## src/rtl/camera_scroll_ctrl_pkg.sv

```systemverilog
`default_nettype none
// ============================================================================
// Module      : camera_scroll_ctrl_pkg
// Description : Camera FSM states and scroll geometry shared with the map
//               renderer.
// Revision    : 1.0 - initial release
// ============================================================================
package camera_scroll_ctrl_pkg;

  typedef enum logic [1:0] {
    ST_IDLE        = 2'd0,
    ST_SCROLL_UP   = 2'd1,
    ST_SCROLL_DOWN = 2'd2,
    ST_HOLD        = 2'd3
  } scroll_state_t;

  localparam int DEF_MAP_HEIGHT  = 470;
  localparam int DEF_SCROLL_STEP = 4;
  localparam int DEF_OFFSET_MAX  = 60;

endpackage : camera_scroll_ctrl_pkg
`default_nettype wire

```

## src/rtl/camera_scroll_ctrl.sv

```systemverilog
`default_nettype none
// ============================================================================
// Module      : camera_scroll_ctrl
// Description : Frame-paced camera sequencer: tracks player height, animates
//               the wall offset and commits level changes on frame ticks.
// Revision    : 1.0 - initial release
// ============================================================================
module camera_scroll_ctrl
  import camera_scroll_ctrl_pkg::*;
#(
  parameter int PHY_WIDTH     = 16,
  parameter int CAMERA_WIDTH  = 6,
  parameter int MAP_HEIGHT    = DEF_MAP_HEIGHT,
  parameter int MAX_LEVEL     = 63,
  parameter int SCROLL_STEP   = DEF_SCROLL_STEP,
  parameter int OFFSET_MAX    = DEF_OFFSET_MAX,
  parameter int SETTLE_FRAMES = 2
) (
  input  logic                    clk,
  input  logic                    rst,
  input  logic                    frame_tick,
  input  logic                    freeze,
  input  logic [PHY_WIDTH-1:0]    player_world_y,
  output logic [CAMERA_WIDTH-1:0] camera_y,
  output logic [CAMERA_WIDTH-1:0] camera_offset,
  output logic [PHY_WIDTH-1:0]    level_base,
  output logic                    scrolling,
  output logic                    level_pulse
);

  localparam int c_hold_w = (SETTLE_FRAMES < 2) ? 1 : $clog2(SETTLE_FRAMES + 1);

  localparam logic [PHY_WIDTH-1:0]    c_map_height = PHY_WIDTH'(MAP_HEIGHT);
  localparam logic [CAMERA_WIDTH-1:0] c_max_level  = CAMERA_WIDTH'(MAX_LEVEL);
  localparam logic [CAMERA_WIDTH-1:0] c_step       = CAMERA_WIDTH'(SCROLL_STEP);
  localparam logic [CAMERA_WIDTH-1:0] c_offset_max = CAMERA_WIDTH'(OFFSET_MAX);
  localparam logic [CAMERA_WIDTH-1:0] c_cam_one    = CAMERA_WIDTH'(1);
  localparam logic [c_hold_w-1:0]     c_settle     = c_hold_w'(SETTLE_FRAMES);
  localparam logic [c_hold_w-1:0]     c_hold_one   = c_hold_w'(1);

  scroll_state_t             r_state, w_state_nxt;
  logic [CAMERA_WIDTH-1:0]   r_camera_y, w_camera_y_nxt;
  logic [CAMERA_WIDTH-1:0]   r_offset, w_offset_nxt;
  logic [PHY_WIDTH-1:0]      r_level_base, w_level_base_nxt;
  logic                      r_level_pulse, w_level_pulse_nxt;
  logic [c_hold_w-1:0]       r_hold_cnt, w_hold_cnt_nxt;

  logic                      w_tick;
  logic [PHY_WIDTH:0]        w_base_top;
  logic                      w_up_req;
  logic                      w_dn_req;
  logic [c_hold_w-1:0]       w_hold_inc;

  assign w_tick     = frame_tick & ~freeze;
  // One extra bit so the top of the highest window cannot wrap past zero.
  assign w_base_top = {1'b0, r_level_base} + {1'b0, c_map_height};
  assign w_up_req   = ({1'b0, player_world_y} >= w_base_top) && (r_camera_y < c_max_level);
  assign w_dn_req   = (player_world_y < r_level_base) && (r_camera_y != '0);
  assign w_hold_inc = r_hold_cnt + c_hold_one;

  always_ff @(posedge clk or posedge rst) begin
    if (rst) begin
      r_state       <= ST_IDLE;
      r_camera_y    <= '0;
      r_offset      <= '0;
      r_level_base  <= '0;
      r_level_pulse <= 1'b0;
      r_hold_cnt    <= '0;
    end else begin
      r_state       <= w_state_nxt;
      r_camera_y    <= w_camera_y_nxt;
      r_offset      <= w_offset_nxt;
      r_level_base  <= w_level_base_nxt;
      r_level_pulse <= w_level_pulse_nxt;
      r_hold_cnt    <= w_hold_cnt_nxt;
    end
  end

  always_comb begin
    w_state_nxt       = r_state;
    w_camera_y_nxt    = r_camera_y;
    w_offset_nxt      = r_offset;
    w_level_base_nxt  = r_level_base;
    w_level_pulse_nxt = 1'b0;
    w_hold_cnt_nxt    = r_hold_cnt;

    if (w_tick) begin
      case (r_state)
        ST_IDLE: begin
          if (w_up_req) begin
            w_state_nxt = ST_SCROLL_UP;
          end else if (w_dn_req) begin
            // Going down, the level drops first and the wall scrolls back in.
            w_state_nxt       = ST_SCROLL_DOWN;
            w_camera_y_nxt    = r_camera_y - c_cam_one;
            w_level_base_nxt  = r_level_base - c_map_height;
            w_offset_nxt      = c_offset_max;
            w_level_pulse_nxt = 1'b1;
          end
        end
        ST_SCROLL_UP: begin
          if (r_offset < c_offset_max) begin
            w_offset_nxt = r_offset + c_step;
          end else begin
            w_state_nxt       = ST_HOLD;
            w_camera_y_nxt    = r_camera_y + c_cam_one;
            w_level_base_nxt  = r_level_base + c_map_height;
            w_offset_nxt      = '0;
            w_level_pulse_nxt = 1'b1;
            w_hold_cnt_nxt    = '0;
          end
        end
        ST_SCROLL_DOWN: begin
          if (r_offset != '0) begin
            w_offset_nxt = r_offset - c_step;
          end else begin
            w_state_nxt    = ST_HOLD;
            w_hold_cnt_nxt = '0;
          end
        end
        ST_HOLD: begin
          if (w_hold_inc >= c_settle) begin
            w_state_nxt    = ST_IDLE;
            w_hold_cnt_nxt = '0;
          end else begin
            w_hold_cnt_nxt = w_hold_inc;
          end
        end
        default: begin
          w_state_nxt = ST_IDLE;
        end
      endcase
    end
  end

  assign camera_y      = r_camera_y;
  assign camera_offset = r_offset;
  assign level_base    = r_level_base;
  assign level_pulse   = r_level_pulse;
  assign scrolling     = (r_state == ST_SCROLL_UP) || (r_state == ST_SCROLL_DOWN);

endmodule : camera_scroll_ctrl
`default_nettype wire

```

## config.mk

```make
export PLATFORM = sky130hd
export DESIGN_NAME = camera_scroll_ctrl
export DESIGN_NICKNAME = d
export VERILOG_FILES = /design/src/rtl/camera_scroll_ctrl_pkg.sv /design/src/rtl/camera_scroll_ctrl.sv
export SDC_FILE = /design/constraint.sdc
export NUM_CORES = 1
export LEC_CHECK = 0
export CORE_MARGIN = 1
export CORE_UTILIZATION = 25
export CTS_CLUSTER_SIZE = 14
export DETAILED_ROUTE_END_ITERATION = 8
export HOLD_SLACK_MARGIN = 0.02
export RECOVER_POWER = 100
export SLEW_MARGIN = 20
export SYNTH_ARGS = -nofsm -noshare
export SYNTH_HDL_FRONTEND = slang
export SYNTH_SLANG_ARGS = --single-unit
```

## constraint.sdc

```tcl
create_clock -name clk -period 9.74 [get_ports clk]
set_input_delay 0.974 -clock clk [delete_from_list [all_inputs] [get_ports clk]]
set_output_delay 0.974 -clock clk [all_outputs]
set_load 0.05 [all_outputs]
```

==> results.json, run 1 <==
{
  "synth_edf_count": 0,
  "cp-end-kind": "flip-flop",
  "period_needed_ns": 4.62,
  "die_area_um2": 13400,
  "cts_buffers": 5,
  "final_common_cell": "ha_1",
  "ctsHoldBuffers": 0,
  "ctsLongestPathBuffers": 2,
  "worst-path-buf-inv": 1,
  "antenna_found_initial": 0,
  "place.gp.congestion": 0.825,
  "core-area_um2": 12600,
  "port_buffers": 46,
  "avgSynthCellArea_um2": 8.93,
  "io_pins": 50,
  "tns_ns": 0,
  "drt-initial-drc-count": 176,
  "num_antenna_cells": 0,
  "dp_cells": 577,
  "final_cell_mix": "ha_1, inv_1, o21ai_0, dfrtp_1",
  "nets": 491,
  "synth_top_area_frac": 0.233,
  "tightest_slew_ns": 1.70,
  "criticalPathCategory": "reg2reg",
  "htree_levels": 2,
  "grt_max_degree": 31,
  "ys_top_cells_by_area": "dfrtp_1, ha_1, xnor2_1",
  "synthCells": 361,
  "area_delta_synth_final_pct": 23.1,
  "critical_path.startpoint_type": "flip-flop",
  "grt_pass1_wl_mm": 13.8,
  "period_share": 0.475,
  "slew_headroom": -0.136,
  "clock_sinks": 30,
  "finalMaxSlewViolations": 31,
  "cp_slowest_cell": "nand2_1",
  "drc": 0,
  "status": "finished, violations left",
  "rows": 41,
  "grt-ovfl-total": 0,
  "arrival_ns": 4.78,
  "synth-seq-cells": 30,
  "cp.required_ns": 9.89,
  "finClkSkew_ns": 0.00499,
  "wl_per_cell_um": 14.3,
  "cts-root-buf": "clkbuf_16",
  "drive_gt1_frac": 0.0316,
  "hold_viol": 0,
  "vias": 2770,
  "finalSetupViolations": 0,
  "grt_pass1_vias": 2740,
  "ys_seq_area_frac": 0.233,
  "fmax_mhz": 216,
  "crit_family": "compound AO/OA/AOI/OAI gates",
  "path_common_cell": "nand2_1",
  "failed_checks": "capacitance limit, slew limit",
  "track_usage": 0.132,
  "ys_types": 61,
  "clk_latency_ns": 0.27,
  "initial_core_util": 0.255,
  "rsz0062_at_grt": "false",
  "dominantRegCellSynth": "dfrtp_1",
  "dp_hpwl_mm": 6.75,
  "netlist_area_um2": 3220,
  "max_cap_viol_count": 1,
  "cts_tree": "built",
  "via_per_inst": 4.74,
  "ant_nets": 0,
  "ys_async_sr_fraction": 1.00,
  "clk_pin_slew_ns": 0.05,
  "synth_warnings": 0,
  "die_h_um": 116,
  "drt_first_pass_iters": 4,
  "cts_setup_buffers": 0,
  "dieWidth_um": 116,
  "hp-class": "reg2reg",
  "wirelength_mm": 8.36,
  "crit_path_max_incr_delay_ns": 0.57,
  "instances_no_fill": 584,
  "crit_path_max_fanout": 19,
  "cts_resized": 0,
  "yosysTopAreaCell": "dfrtp_1",
  "path_cells": "inv_1 > ha_1 > nor2_1 > o21ai_0 > nand2_1 > nand2_1 > xnor2_1 > ha_1 > and3_1 > a221o_1 > a211o_1 > a211o_1 > a311oi_1 > nand2_1 > mux2_1"
}
-- layout make-up --
| class | instances | area, um^2 |
|---|---|---|
| clock buffer | 5 | 125 |
| clock inverter | 2 | 10.0 |
| fill | 1347 | 8650 |
| inverter | 34 | 128 |
| multi-input combinational | 294 | 2280 |
| sequential | 30 | 751 |
| tap | 172 | 215 |
| timing repair buffer | 47 | 464 |
-- final timing paths --
path	startpoint	to	slack (ns)	depth (start not counted)
setup / recovery	level_base[1]	camera_y[1]	5.12	15
hold / removal	r_hold_cnt[0]	r_hold_cnt[0]	0.48	2
setup reg to reg	level_base[1]	camera_y[1]	5.12	15
hold reg to reg	r_hold_cnt[0]	r_hold_cnt[0]	0.48	2
max in group asynchronous	rst	level_base[1]	7.01	3
min in group asynchronous	rst	level_pulse	1.74	3
-- cells by family after synthesis --
kind of cell | after synthesis | synth area share
fa+ha+maj | 59 | 0.234
simple gates | 89 | 0.141
other cells | 1 | 0.00116
xor+xnor | 29 | 0.0788
flops | 30 | 0.233
compound gates | 103 | 0.226
buf+inv | 39 | 0.0512
mux | 11 | 0.0361
-- metal layers --
layer	global-route usage	vias up	routed length, um
met1	0.171	1300	3940
met4	0.0312	0	123
met3	0.0204	8	275
li1	-	1418	-
met5	0	-	0
met2	0.231	44	4020
-- state kept, by name, summed over array words and instances, names as in the netlist --
signal	count
level_base	15
camera_y	6
camera_offset	4
r_hold_cnt	2
r_state	2
level_pulse	1
-- metrics by stage --
step            util  cell area, um^2  worst slack [ns]  hold WS (ns)
3_3_place_gp   0.307             3880              5.80         0.462
4_1_cts        0.318             4010              5.66         0.489
5_1_grt        0.314             3970              4.75         0.538
6_report       0.314             3970              5.12         0.479
3_5_place_dp   0.307             3880              5.69         0.476
2_1_floorplan      -             3230              5.80         0.450
-- tightest hold or removal path: stages, from the launching register on --
cell and delay [ns]:
dfrtp_1 0.34, nand2_1 0.04, o21ai_0 0.06
-- cells in the mapped netlist, drive strengths merged (4+ instances only) --
| library cell | n |
|---|---|
| nand2b | 7 |
| buf | 4 |
| and3 | 4 |
| mux2i | 6 |
| ha | 57 |
| o21ai | 30 |
| xnor2 | 22 |
| a31oi | 4 |
| nor2 | 16 |
| nand4 | 4 |
| inv | 34 |
| nand2 | 28 |
| nand3 | 6 |
| mux2 | 5 |
| a211oi | 4 |
| a21o | 7 |
| and2 | 4 |
| or3 | 5 |
| dfrtp | 30 |
| xor2 | 7 |
| nor3 | 7 |
| a21oi | 23 |
Power of run 1 is left out: the tool's default activity adds up to more than one toggle a clock period on the data nets, which glitch-free logic cannot reach.
==> run 2: changes to the inputs <==
==> constraint.sdc (replaced) <==
create_clock -name clk -period 4.6 [get_ports clk]
set_input_delay 0.46 -clock clk [delete_from_list [all_inputs] [get_ports clk]]
set_output_delay 0.46 -clock clk [all_outputs]
set_load 0.05 [all_outputs]
==> results.json, run 2 (same netlist as run 1, synthesis figures left out) <==
{
  "cp.required_ns": 4.76,
  "final_common_cell": "ha_1",
  "cp_slowest_cell": "dfrtp_1",
  "vias": 2765,
  "rows": 41,
  "worst-path-buf-inv": 1,
  "clk_pin_slew_ns": 0.06,
  "drive_gt1_frac": 0.0411,
  "tightest_slew_ns": 1.72,
  "ctsLongestPathBuffers": 2,
  "finalSetupViolations": 0,
  "crit_path_max_incr_delay_ns": 0.44,
  "fmax_mhz": 249,
  "critical_path.startpoint_type": "flip-flop",
  "nets": 492,
  "dieWidth_um": 116,
  "cts_buffers": 5,
  "grt-ovfl-total": 0,
  "grt_pass1_vias": 2795,
  "clock_sinks": 30,
  "cp-end-kind": "flip-flop",
  "crit_family": "compound AO/OA/AOI/OAI gates",
  "io_pins": 50,
  "ctsHoldBuffers": 0,
  "ant_nets": 0,
  "track_usage": 0.130,
  "wirelength_mm": 8.18,
  "crit_path_max_fanout": 19,
  "instances_no_fill": 586,
  "path_cells": "inv_1 > ha_1 > nor2_1 > o21ai_0 > nand2_1 > nand2_1 > xnor2_1 > ha_1 > and3_1 > a221o_1 > a211o_1 > a211o_1 > a311oi_4 > nand2_4 > mux2_1",
  "hp-class": "reg2reg",
  "grt_max_degree": 31,
  "cts_tree": "built",
  "via_per_inst": 4.72,
  "nFillCells": 1349,
  "final_cell_mix": "ha_1, inv_1, o21ai_0, dfrtp_1, dlygate4sd3_1",
  "htree_levels": 2,
  "dp_cells": 578,
  "die_h_um": 116,
  "criticalPathCategory": "reg2reg",
  "period_share": 0.871,
  "layout.area.seq_um2": 751,
  "num_antenna_cells": 0,
  "dp_hpwl_mm": 6.67,
  "status": "finished, violations left",
  "initial_core_util": 0.255,
  "place.gp.congestion": 0.818,
  "largest_reg_flops": 15,
  "cts_resized": 0,
  "clk_latency_ns": 0.28,
  "finalMaxSlewViolations": 31,
  "antenna_found_initial": 0,
  "cts-root-buf": "clkbuf_16",
  "grt_pass1_wl_mm": 13.7,
  "area_delta_synth_final_pct": 24.7,
  "slew_headroom": -0.149,
  "arrival_ns": 4.16,
  "drt-initial-drc-count": 131,
  "hold_viol": 0,
  "die_area_um2": 13400,
  "drc": 0,
  "wl_per_cell_um": 14.0,
  "max_cap_viol_count": 1,
  "failed_checks": "capacitance limit, slew limit",
  "cts_setup_buffers": 0,
  "port_buffers": 46,
  "period_needed_ns": 4.01,
  "multi_input_comb_area_um2": 2300,
  "finClkSkew_ns": 0.00620,
  "tns_ns": 0,
  "drt_first_pass_iters": 4,
  "rsz0062_at_grt": "false",
  "core-area_um2": 12600
}
run 2: changes by cell type in the layout (fill, tap and decap cells not counted):
cell,previous run,this run
a311oi_1,2,1
a311oi_4,1,2
buf_4,0,1
clkbuf_8,0,1
clkinv_2,2,1
clkinvlp_4,0,1
nand2_1,28,27
nand2_4,0,1
run 2: final cells by class:
type / count / area share
clock buffers: 6 / 0.0346
clock inverters: 2 / 0.00311
inverters: 34 / 0.0318
multi-input cells: 294 / 0.573
flip-flops and latches: 30 / 0.187
well taps: 172 / 0.0536
repair buffers: 48 / 0.117
run 2: worst paths after layout:
kind | from | endpoint | slack, ns | depth (start not counted)
min reg2reg | r_hold_cnt[0] | r_hold_cnt[0] | 0.49 | 2
min in group asynchronous | rst | camera_offset[5] | 1.23 | 3
max reg2reg | level_base[1] | camera_y[1] | 0.59 | 15
max | level_base[1] | camera_y[1] | 0.59 | 15
min | r_hold_cnt[0] | r_hold_cnt[0] | 0.49 | 2
max in group asynchronous | rst | level_base[1] | 2.37 | 3
run 2: worst register-to-register path, stage by stage (launching register included):
cell and delay, ns:
dfrtp_1 0.44, inv_1 0.16, ha_1 0.20, nor2_1 0.05, o21ai_0 0.28, nand2_1 0.19, nand2_1 0.12, xnor2_1 0.12
ha_1 0.26, and3_1 0.19, a221o_1 0.31, a211o_1 0.28, a211o_1 0.33, a311oi_4 0.36, nand2_4 0.23, mux2_1 0.36
run 2: stage by stage:
stage,hold WS (ns),setup WS (ns),util,area (um^2)
2_1_floorplan,0.450,0.659,-,3230
3_3_place_gp,0.464,0.715,0.308,3880
3_5_place_dp,0.474,0.620,0.308,3880
4_1_cts,0.486,0.598,0.320,4040
5_1_grt,0.503,0.332,0.318,4020
6_report,0.486,0.592,0.318,4020
run 2: layer usage:
layer,track usage,wire [um]
met1,0.168,3880
met2,0.221,3990
met3,0.0167,200
met4,0.0476,106
met5,0,0
Power of run 2 is left out for the same reason.
==> run 3: changes to the inputs <==
--- a/config.mk
+++ b/config.mk
@@ -11,6 +11,8 @@
 export DETAILED_ROUTE_END_ITERATION = 8
 export HOLD_SLACK_MARGIN = 0.02
 export RECOVER_POWER = 100
+export REMOVE_ABC_BUFFERS = 1
+export SKIP_CTS_REPAIR_TIMING = 1
 export SLEW_MARGIN = 20
 export SYNTH_ARGS = -nofsm -noshare
 export SYNTH_HDL_FRONTEND = slang
==> results.json, run 3 (same netlist as run 1, synthesis figures left out) <==
{
  "status": "finished, violations left",
  "failed_checks": "capacitance limit, slew limit",
  "criticalPathCategory": "reg2reg",
  "hold_viol": 0,
  "die_h_um": 116,
  "cts_buffers": 5,
  "rsz0062_at_grt": "false",
  "dp_cells": 579,
  "tightest_slew_ns": 1.75,
  "final_core_util": 0.320,
  "final_common_cell": "ha_1",
  "clk_pin_slew_ns": 0.05,
  "slew_headroom": -0.164,
  "nets": 493,
  "vias": 2835,
  "dp_hpwl_mm": 6.74,
  "final_cell_mix": "ha_1, inv_1, o21ai_0, dfrtp_1, dlygate4sd3_1",
  "period_share": 0.867,
  "grt_max_degree": 31,
  "cts_tree": "built",
  "hp-class": "reg2reg",
  "wirelength_mm": 8.40,
  "antenna_found_initial": 0,
  "nFillCells": 1334,
  "drt-initial-drc-count": 113,
  "drt_first_pass_iters": 4,
  "multi_input_comb_area_um2": 2300,
  "instances_no_fill": 587,
  "ant_nets": 0,
  "clk_latency_ns": 0.28,
  "htree_levels": 2,
  "drive_gt1_frac": 0.0434,
  "cp-end-kind": "flip-flop",
  "drc": 0,
  "track_usage": 0.134,
  "num_antenna_cells": 0,
  "die_area_um2": 13400,
  "initial_core_util": 0.255,
  "tns_ns": 0,
  "wl_per_cell_um": 14.3,
  "layout.area.seq_um2": 751,
  "finClkSkew_ns": 0.00891,
  "via_per_inst": 4.83,
  "cts-root-buf": "clkbuf_16",
  "rows": 41,
  "reg2reg_slack_ns": 0.61,
  "dieWidth_um": 116,
  "fmax_mhz": 251,
  "place.gp.congestion": 0.852,
  "period_needed_ns": 3.99,
  "finalMaxSlewViolations": 31,
  "port_buffers": 46,
  "area_delta_synth_final_pct": 25.3,
  "ctsLongestPathBuffers": 2,
  "crit_path_max_fanout": 19,
  "grt_pass1_wl_mm": 14.1,
  "grt_pass1_vias": 2912,
  "clock_sinks": 30,
  "io_pins": 50,
  "largest_reg_flops": 15,
  "grt-ovfl-total": 0,
  "cp.required_ns": 4.75,
  "arrival_ns": 4.14,
  "critical_path.startpoint_type": "flip-flop",
  "max_cap_viol_count": 1,
  "finalSetupViolations": 0,
  "core-area_um2": 12600
}
## run 3: cell types whose count changed in the layout (fill, tap and decap cells not counted)
cell / change
and2_0: +1
and2_1: -1
buf_4: +1
bufinv_16: +1
clkbuf_8: -1
clkinv_2: +1
clkinvlp_4: -1
## run 3: final timing paths
check | from | endpoint | cells past startpoint
min in group asynchronous | rst | camera_offset[3] | 3
hold reg to reg | r_hold_cnt[0] | r_hold_cnt[0] | 2
setup / recovery | level_base[1] | camera_y[4] | 15
setup reg to reg | level_base[1] | camera_y[4] | 15
max in group asynchronous | rst | level_base[1] | 3
hold / removal | r_hold_cnt[0] | r_hold_cnt[0] | 2
## run 3: per-stage QoR
step / cell area, um^2 / hold slack, ns / worst slack (ns)
finish: 4040 / 0.489 / 0.614
global route: 4040 / 0.516 / 0.297
global placement: 3890 / 0.465 / 0.738
CTS: 4060 / 0.496 / 0.595
floorplan: 3190 / 0.450 / 0.598
detailed placement: 3890 / 0.479 / 0.607
## run 3: area by class of cell
cell class              instances  area share
clock buffers                   5      0.0310
clock inverters                 3     0.00991
inverters                      34      0.0316
multi-input cells             294       0.570
flip-flops and latches         30       0.186
well taps                     172      0.0533
repair buffers                 49       0.119
## run 3: critical path, cell delays in order (launching register included)
cell and delay (ns):
dfrtp_1 0.44, inv_1 0.16, ha_1 0.20, nor2_1 0.05, o21ai_0 0.28, nand2_1 0.19, nand2_1 0.12, xnor2_1 0.12
ha_1 0.25, and3_1 0.19, a221o_1 0.30, a211o_1 0.27, a211o_1 0.33, a311oi_4 0.35, nand2_4 0.23, mux2_1 0.37
## run 3: routing by layer
metal | track usage | vias up | wire length [um]
met5 | 0 | - | 0
met4 | 0.0459 | 0 | 139
met3 | 0.0178 | 10 | 293
met2 | 0.230 | 50 | 3990
met1 | 0.172 | 1345 | 3980
li1 | - | 1430 | -
Power of run 3 is left out for the same reason.
